`config.mk`:
```
export PLATFORM = sky130hd
export DESIGN_NAME = pipeline_display_driver
export DESIGN_NICKNAME = d
export VERILOG_FILES = /design/src/rtl/display_pkg.sv /design/src/rtl/pipeline_display_driver_hex_to_seg.sv /design/src/rtl/pipeline_display_driver.sv
export SDC_FILE = /design/constraint.sdc
export NUM_CORES = 1
export LEC_CHECK = 0
export ABC_AREA = 1
export CORE_MARGIN = 8
export CORE_UTILIZATION = 47
export CTS_CLUSTER_DIAMETER = 120
export DETAILED_ROUTE_END_ITERATION = 8
export PLACE_DENSITY = 0.84
export SYNTH_ARGS = -nofsm -noshare
export SYNTH_HDL_FRONTEND = slang
export SYNTH_SLANG_ARGS = --single-unit
```
`constraint.sdc`:
```
create_clock -name Clk -period 2.5 [get_ports Clk]
set_clock_uncertainty 0.1 [all_clocks]
set_input_delay 0.625 -clock Clk [delete_from_list [all_inputs] [get_ports Clk]]
set_output_delay 0.625 -clock Clk [all_outputs]
set_load 0.03 [all_outputs]
```
`src/rtl/display_pkg.sv`:
```
`default_nettype none
// ============================================================================
// Module      : display_pkg
// Description : Shared constants for the pipeline display driver: source
//               select codes, active-low seven-segment encoding table and
//               blank/off patterns, plus the source multiplexer helper.
// Revision    : 1.0 - initial release
// ============================================================================
package display_pkg;

    // Source select codes driven on Sel
    localparam logic [1:0] SEL_PC = 2'd0;
    localparam logic [1:0] SEL_WD = 2'd1;
    localparam logic [1:0] SEL_HI = 2'd2;
    localparam logic [1:0] SEL_LO = 2'd3;

    // All segments dark / all digits disabled (active-low)
    localparam logic [6:0] SEG_BLANK = 7'h7F;
    localparam logic [7:0] AN_OFF    = 8'hFF;

    // Active-low {g,f,e,d,c,b,a} patterns for hex digits 0..F
    localparam logic [6:0] SEG_TABLE [16] = '{
        7'h40, 7'h79, 7'h24, 7'h30, 7'h19, 7'h12, 7'h02, 7'h78,
        7'h00, 7'h10, 7'h08, 7'h03, 7'h46, 7'h21, 7'h06, 7'h0E
    };

    // Choose the observed processor value for a given select code
    function automatic logic [31:0] pick_source(
        input logic [1:0]  sel,
        input logic [31:0] pc,
        input logic [31:0] wd,
        input logic [31:0] hi,
        input logic [31:0] lo
    );
        logic [31:0] result;
        case (sel)
            SEL_PC:  result = pc;
            SEL_WD:  result = wd;
            SEL_HI:  result = hi;
            default: result = lo;
        endcase
        return result;
    endfunction

endpackage
`default_nettype wire

```
`src/rtl/pipeline_display_driver_hex_to_seg.sv`:
```
`default_nettype none
// ============================================================================
// Module      : hex_to_seg
// Description : Combinational 4-bit nibble to active-low seven-segment
//               ({g,f,e,d,c,b,a}) decoder.
// Revision    : 1.0 - initial release
// ============================================================================
module hex_to_seg
    import display_pkg::*;
(
    input  logic [3:0] nibble,
    output logic [6:0] seg
);

    // Table lookup; every nibble value has an entry so no default is needed
    assign seg = SEG_TABLE[nibble];

endmodule
`default_nettype wire

```
`src/rtl/pipeline_display_driver.sv`:
```
`default_nettype none
// ============================================================================
// Module      : pipeline_display_driver
// Description : Samples one of four processor observation words at a slow
//               rate and scans its eight hex nibbles across a multiplexed
//               8-digit active-low seven-segment display. A status LED is
//               held on for a while after the shown value changes.
//               Optional macro LEADING_ZERO_BLANK_EN blanks leading zero
//               digits (digit 0 is always shown).
// Revision    : 1.0 - initial release
// ============================================================================
module pipeline_display_driver
    import display_pkg::*;
#(
    parameter int SCAN_DIV    = 100000,
    parameter int SAMPLE_DIV  = 10000000,
    parameter int CHANGE_HOLD = 25000000
) (
    input  logic        Clk,
    input  logic        Rst,
    input  logic [31:0] PCValue,
    input  logic [31:0] WriteData,
    input  logic [31:0] HiData,
    input  logic [31:0] LoData,
    input  logic [1:0]  Sel,
    input  logic        Freeze,
    output logic [7:0]  Anodes,
    output logic [6:0]  Segments,
    output logic        ChangeLed
);

    localparam int SCAN_W   = $clog2(SCAN_DIV);
    localparam int SAMPLE_W = $clog2(SAMPLE_DIV);
    localparam int HOLD_W   = $clog2(CHANGE_HOLD + 1);

    localparam logic [SCAN_W-1:0]   c_scan_last   = SCAN_W'(SCAN_DIV - 1);
    localparam logic [SAMPLE_W-1:0] c_sample_last = SAMPLE_W'(SAMPLE_DIV - 1);
    localparam logic [HOLD_W-1:0]   c_hold_init   = HOLD_W'(CHANGE_HOLD);

    logic [SCAN_W-1:0]   r_scan_cnt;
    logic [2:0]          r_digit;
    logic [SAMPLE_W-1:0] r_sample_cnt;
    logic [HOLD_W-1:0]   r_hold_cnt;
    logic [31:0]         r_disp;
    logic [1:0]          r_prev_sel;
    logic [7:0]          r_anodes;
    logic [6:0]          r_segments;
    logic                r_change_led;

    logic [31:0] w_source;
    logic        w_scan_wrap;
    logic        w_tick;
    logic        w_sel_change;
    logic        w_capture;
    logic        w_changed;
    logic [3:0]  w_nibble;
    logic [6:0]  w_seg;
    logic        w_blank;

    assign w_source    = pick_source(Sel, PCValue, WriteData, HiData, LoData);
    assign w_scan_wrap = (r_scan_cnt == c_scan_last);
    assign w_tick      = (r_sample_cnt == c_sample_last);

    // A select change is only acted on while unfrozen; PrevSel keeps the old
    // code during a freeze so the pending change is caught once it lifts.
    assign w_sel_change = (Sel != r_prev_sel) && !Freeze;
    // Tick and select change on the same edge merge into one capture
    assign w_capture    = !Freeze && (w_tick || w_sel_change);
    assign w_changed    = w_capture && (w_source != r_disp);

`ifdef LEADING_ZERO_BLANK_EN
    logic [31:0] w_upper;
    assign w_upper  = r_disp >> {r_digit, 2'b00};
    assign w_nibble = w_upper[3:0];
    // Blank a non-zero position when it and every nibble above it are zero
    assign w_blank  = (r_digit != 3'd0) && (w_upper == 32'd0);
`else
    assign w_nibble = r_disp[{r_digit, 2'b00} +: 4];
    assign w_blank  = 1'b0;
`endif

    hex_to_seg u_hex_to_seg (
        .nibble (w_nibble),
        .seg    (w_seg)
    );

    // Digit scan: hold each digit for SCAN_DIV cycles, then advance mod 8
    always_ff @(posedge Clk) begin
        if (Rst) begin
            r_scan_cnt <= '0;
            r_digit    <= 3'd0;
        end else if (w_scan_wrap) begin
            r_scan_cnt <= '0;
            r_digit    <= r_digit + 3'd1;
        end else begin
            r_scan_cnt <= r_scan_cnt + SCAN_W'(1);
        end
    end

    // Sample timer: free-running, restarted by an accepted select change
    always_ff @(posedge Clk) begin
        if (Rst) begin
            r_sample_cnt <= '0;
        end else if (w_tick || w_sel_change) begin
            r_sample_cnt <= '0;
        end else begin
            r_sample_cnt <= r_sample_cnt + SAMPLE_W'(1);
        end
    end

    // Displayed value and the select code it was taken from
    always_ff @(posedge Clk) begin
        if (Rst) begin
            r_disp     <= 32'd0;
            r_prev_sel <= SEL_PC;
        end else begin
            if (w_capture) begin
                r_disp <= w_source;
            end
            if (w_sel_change) begin
                r_prev_sel <= Sel;
            end
        end
    end

    // Change-hold timer and its registered LED
    always_ff @(posedge Clk) begin
        if (Rst) begin
            r_hold_cnt   <= '0;
            r_change_led <= 1'b0;
        end else begin
            if (w_changed) begin
                r_hold_cnt <= c_hold_init;
            end else if (r_hold_cnt != '0) begin
                r_hold_cnt <= r_hold_cnt - HOLD_W'(1);
            end
            r_change_led <= (r_hold_cnt != '0);
        end
    end

    // Registered digit drive: one active-low anode plus its segment pattern
    always_ff @(posedge Clk) begin
        if (Rst) begin
            r_anodes   <= AN_OFF;
            r_segments <= SEG_BLANK;
        end else if (w_blank) begin
            r_anodes   <= AN_OFF;
            r_segments <= SEG_BLANK;
        end else begin
            r_anodes   <= ~(8'b0000_0001 << r_digit);
            r_segments <= w_seg;
        end
    end

    assign Anodes    = r_anodes;
    assign Segments  = r_segments;
    assign ChangeLed = r_change_led;

endmodule
`default_nettype wire

```
==> results.txt <==
- Start point of the worst hold path: r_scan_cnt[0]
- Worst path slowest cell: sky130_fd_sc_hd__dfxtp_1
- Leaving out fill and tap cells, the most frequent cells in the layout are sky130_fd_sc_hd__nand2_1 (273), sky130_fd_sc_hd__clkdlybuf4s50_1 (146), sky130_fd_sc_hd__dfxtp_1 (119), sky130_fd_sc_hd__inv_1 (119), sky130_fd_sc_hd__nand3_1 (115).
* Sink count of the clock tree: approximately 120
* Leading register cell type out of synthesis: sky130_fd_sc_hd__dfxtp_1
- Based on the critical path, the design can be clocked at up to around 440 MHz.
- Crit. Startpoint: r_scan_cnt[0]
- Cell type with the largest total area after synthesis: sky130_fd_sc_hd__dfxtp_1
- In this run the core area contains 44 standard-cell rows.
* Count of H-tree levels built during CTS: 4
- Combined flip-flop and latch cell area: roughly 2400 um2
- Gr ovfl total: 0
- The final layout contains 1433 nets.
- VDD IR max: about 0.00057 V
* Least-Margin Pin Slew: 0.393 ns
- Counting every net in the synthesized netlist gives between 1000 and 1500.
- Yosys attributes the largest share of cell area to sky130_fd_sc_hd__dfxtp_1 (34%), sky130_fd_sc_hd__nand2_1 (15%), sky130_fd_sc_hd__nand3_1 (8.2%).
* Max Root-Sink Buffers: 2
* Worst reg2reg path startpoint: r_scan_cnt[0]
* Number of vias after detailed routing: about 8000
- Post-synthesis xor/xnor area fraction: under 10%
- Leaving out fill and tap cells, the most frequent cell in the layout is sky130_fd_sc_hd__nand2_1.
* Pin count of the biggest net entering global routing: 47
- The later pin in the worst-skew pair is clocked with a latency of ~0.42 ns.
- Number of flops mapped to enable cells by yosys: 0
- Outcome: completed
- After floorplanning, the core was sized to cover roughly 15000 um2.
- Category of the worst setup path capture point: register
- Die boundary width: around 140 um
- The cell count after synthesis came out at between 1000 and 1500.
* Global-route wire length before repair: roughly 37000 um
- FF+latch count, synth: roughly 120
- Mux contribution to synthesized area: less than 1%
- Port-buffer cells: around 150
- Core utilization of the finished layout: between 60% and 70%
- At the end of routability-driven placement, the weighted congestion stood at between 0.8 and 0.9.
- Multi-input logic area: between 4000 and 5000 um2
* Complex-gate fraction of the synthesized area: roughly 15%
- Kind of cell with the highest combined delay on the critical path: simple AND/OR/NAND/NOR gates
* Portion of the clock cycle consumed by the worst path in the final layout: roughly nine tenths
* Hold buffers post-CTS: 0
- The initial utilization of the core area, before any placement, comes to 48.2%.
- Setup violations remaining at the end of the flow were counted as 0.
- Mean Syn Cell Area: approximately 6.4 um2
- CP Class: register to register
- At the worst endpoint, the arrival time is approximately 2.5 ns.
* Cell chosen for the clock root: sky130_fd_sc_hd__clkbuf_16
- Using the TritonRoute via totals, the vias-per-cell ratio works out to roughly 5.3.
* Routed length per instance: ~15 um
- For this run, asynchronously set or reset flops after synthesis account for 0%.
- The via count of the first global-routing pass is 7818.
- In the routed design, unresolved DRC markers number 0.
- Final critical path time including I/O delays and setup: roughly 2.3 ns
- Number of buffers created by CTS: 17
- Die outline area: between 15000 and 20000 um2
* Critical path buffer and inverter count: 1
* Class of the worst hold path: register to register
* Critical Path RT: roughly 2.7 ns
- The first routing iteration left 653 violations.
* Num ports: around 150
- Final Hold Fails: 0
- In this run, distinct cell masters in the synthesized netlist total 40.
- Antenna violations before repair: 3
- After clock tree synthesis, the clock-pin slew on the worst setup and hold paths is 0.06 ns.
* DRT antenna net count: 0
* Length of the first detailed-routing pass in iterations: 5
- Number of filler cells placed in the layout: roughly 1200
- Critical path's most frequent cell: sky130_fd_sc_hd__nand2_1
- The synthesized netlist devotes under 10% of its cell area to adder and majority cells.
- Fraction of the mapped netlist area in simple logic gates: a little under two fifths
- The post-route netlist has just under 10% of its cells at a drive strength greater than 1.
- For this design the static power due to leakage is approximately 4.2 nW.
- The worst register-to-register path has a depth of 15.
- Largest family of logic cells by synthesized area: simple AND/OR/NAND/NOR gates
- For this run, the total global-route usage over all layers was measured as roughly 23%.
- In this run the cell area of the synthesized design comes to 7040 um2.
* HPWL after detailed placement: between 15000 and 20000 um
- Measured against its own limit, the worst slew margin works out to 73.8%.
- Area growth from synthesis to final layout: 39.6%
- Along the worst path, the maximum fanout reaches 4.
- Final worst hold slack: 0.346 ns
- In this run the power density over the cells is 685 nW/um2.
- Maxcap violations: 0
- Sequential share of the synthesized area: about a third
- The count of final max-slew check failures came to 0.
- Aggregate routed wire length: approximately 22000 um
- TritonCTS built the clock tree.
* Largest stage delay on the critical path: around 0.35 ns
- Path length in cells of the critical path: 15
- Hold Crit Depth: 1
- Measured along the y axis, the die boundary spans between 100 and 150 um.
- STA classifies the critical path startpoint as a register.
* Worst path cell trace: ha_1 > nand2_1 > nor2_1 > nand2_1 > nor2_1 > nand2_1 > nor2_1 > nand2_1 > nor2_2 > nand2_1 > nor2_1 > nand2_1 > xnor2_1 > nand2_1 > inv_1
* Number of warnings printed during yosys synthesis: 0
- Area share of the largest cell type after synthesis: around a third
[cell families (layout without fill, tap and decap cells)]
group / Yosys count / in the layout
AOI/OAI and AO/OA: 191 / 191
buffers and inverters: 165 / 362
other: 0 / 3
muxes: 1 / 1
and+or+nand+nor: 591 / 591
xor gates and xnor gates: 17 / 17
DFF: 119 / 119
adders and majority gates: 16 / 16
[per-stage QoR]
step                       TNS, ns  area (um2)  instances  worst slack [ns]  total power, mW
after floorplan                  0        7040       1100             0.165             3.36
after global placement      -14.87        9100       1446            -0.535             3.93
after detailed placement    -18.51        9100       1446            -0.584             3.97
after CTS                        0        9770       1478             0.120             6.74
after global routing      -0.00931        9820       1484          -0.00931             7.09
final                            0        9820       1484             0.217             6.73
[final timing paths]
check        slack [ns]        endpoint
max                0.22  r_scan_cnt[16]
min                0.35   r_scan_cnt[0]
max reg2reg        0.22  r_scan_cnt[16]
min reg2reg        0.35   r_scan_cnt[0]
[area by class of cell]
class                   instances  area share (%)
inverters                     124            4.78
repair buffers                206            20.8
clock inverters                15            2.41
well taps                     184            2.34
multi-input cells             816            41.1
flip-flops and latches        119            24.2
clock buffers                  17            4.33
diodes                          3          0.0764
[layer usage]
metal	global-route usage [%]	wire length, um	vias to the layer above
met5	0	0	-
li1	-	-	3972
met2	40.2	11000	276
met4	11.3	894	0
met3	5.21	1240	68
met1	24.7	8890	3561
[power breakdown]
group / leakage [nW] / internal (mW) / total [mW] / switching, mW
logic: 2.93 / 0.753 / 1.78 / 1.03
clock network: 0.320 / 1.79 / 2.74 / 0.951
registers: 0.974 / 2.07 / 2.21 / 0.142
[state kept, by name, indices dropped and copies added, names as in the netlist, 2 cells and up]
name / cells
Segments: 7
r_sample_cnt: 24
r_hold_cnt: 25
r_scan_cnt: 17
r_digit: 3
r_prev_sel: 2
Anodes: 8
r_disp: 32
[what timing repair did]
| action | in CTS | in global routing |
|---|---|---|
| gates cloned | 0 | 0 |
| endpoints found under the setup margin | 25 | 31 |
| pin swaps | 0 | 7 |
| setup buffers | 0 | 3 |
| gates resized for setup | 8 | 23 |
[synthesized netlist by cell type, types with 3 or more instances]
cell / instances
sky130_fd_sc_hd__nand4_1: 13
sky130_fd_sc_hd__or2_1: 29
sky130_fd_sc_hd__a21oi_1: 76
sky130_fd_sc_hd__nand3_1: 115
sky130_fd_sc_hd__nor2_1: 99
sky130_fd_sc_hd__inv_1: 120
sky130_fd_sc_hd__nor2_2: 11
sky130_fd_sc_hd__buf_2: 15
sky130_fd_sc_hd__ha_1: 16
sky130_fd_sc_hd__o21ai_0: 85
sky130_fd_sc_hd__a211oi_1: 16
sky130_fd_sc_hd__clkbuf_1: 22
sky130_fd_sc_hd__dfxtp_1: 119
sky130_fd_sc_hd__xor2_1: 15
sky130_fd_sc_hd__or2_2: 8
sky130_fd_sc_hd__nor3b_1: 6
sky130_fd_sc_hd__nor4_1: 7
sky130_fd_sc_hd__nand2_1: 273
sky130_fd_sc_hd__nand3b_1: 3
sky130_fd_sc_hd__a21o_1: 3
sky130_fd_sc_hd__nor3_1: 22
(Power assumes the default switching activity.)
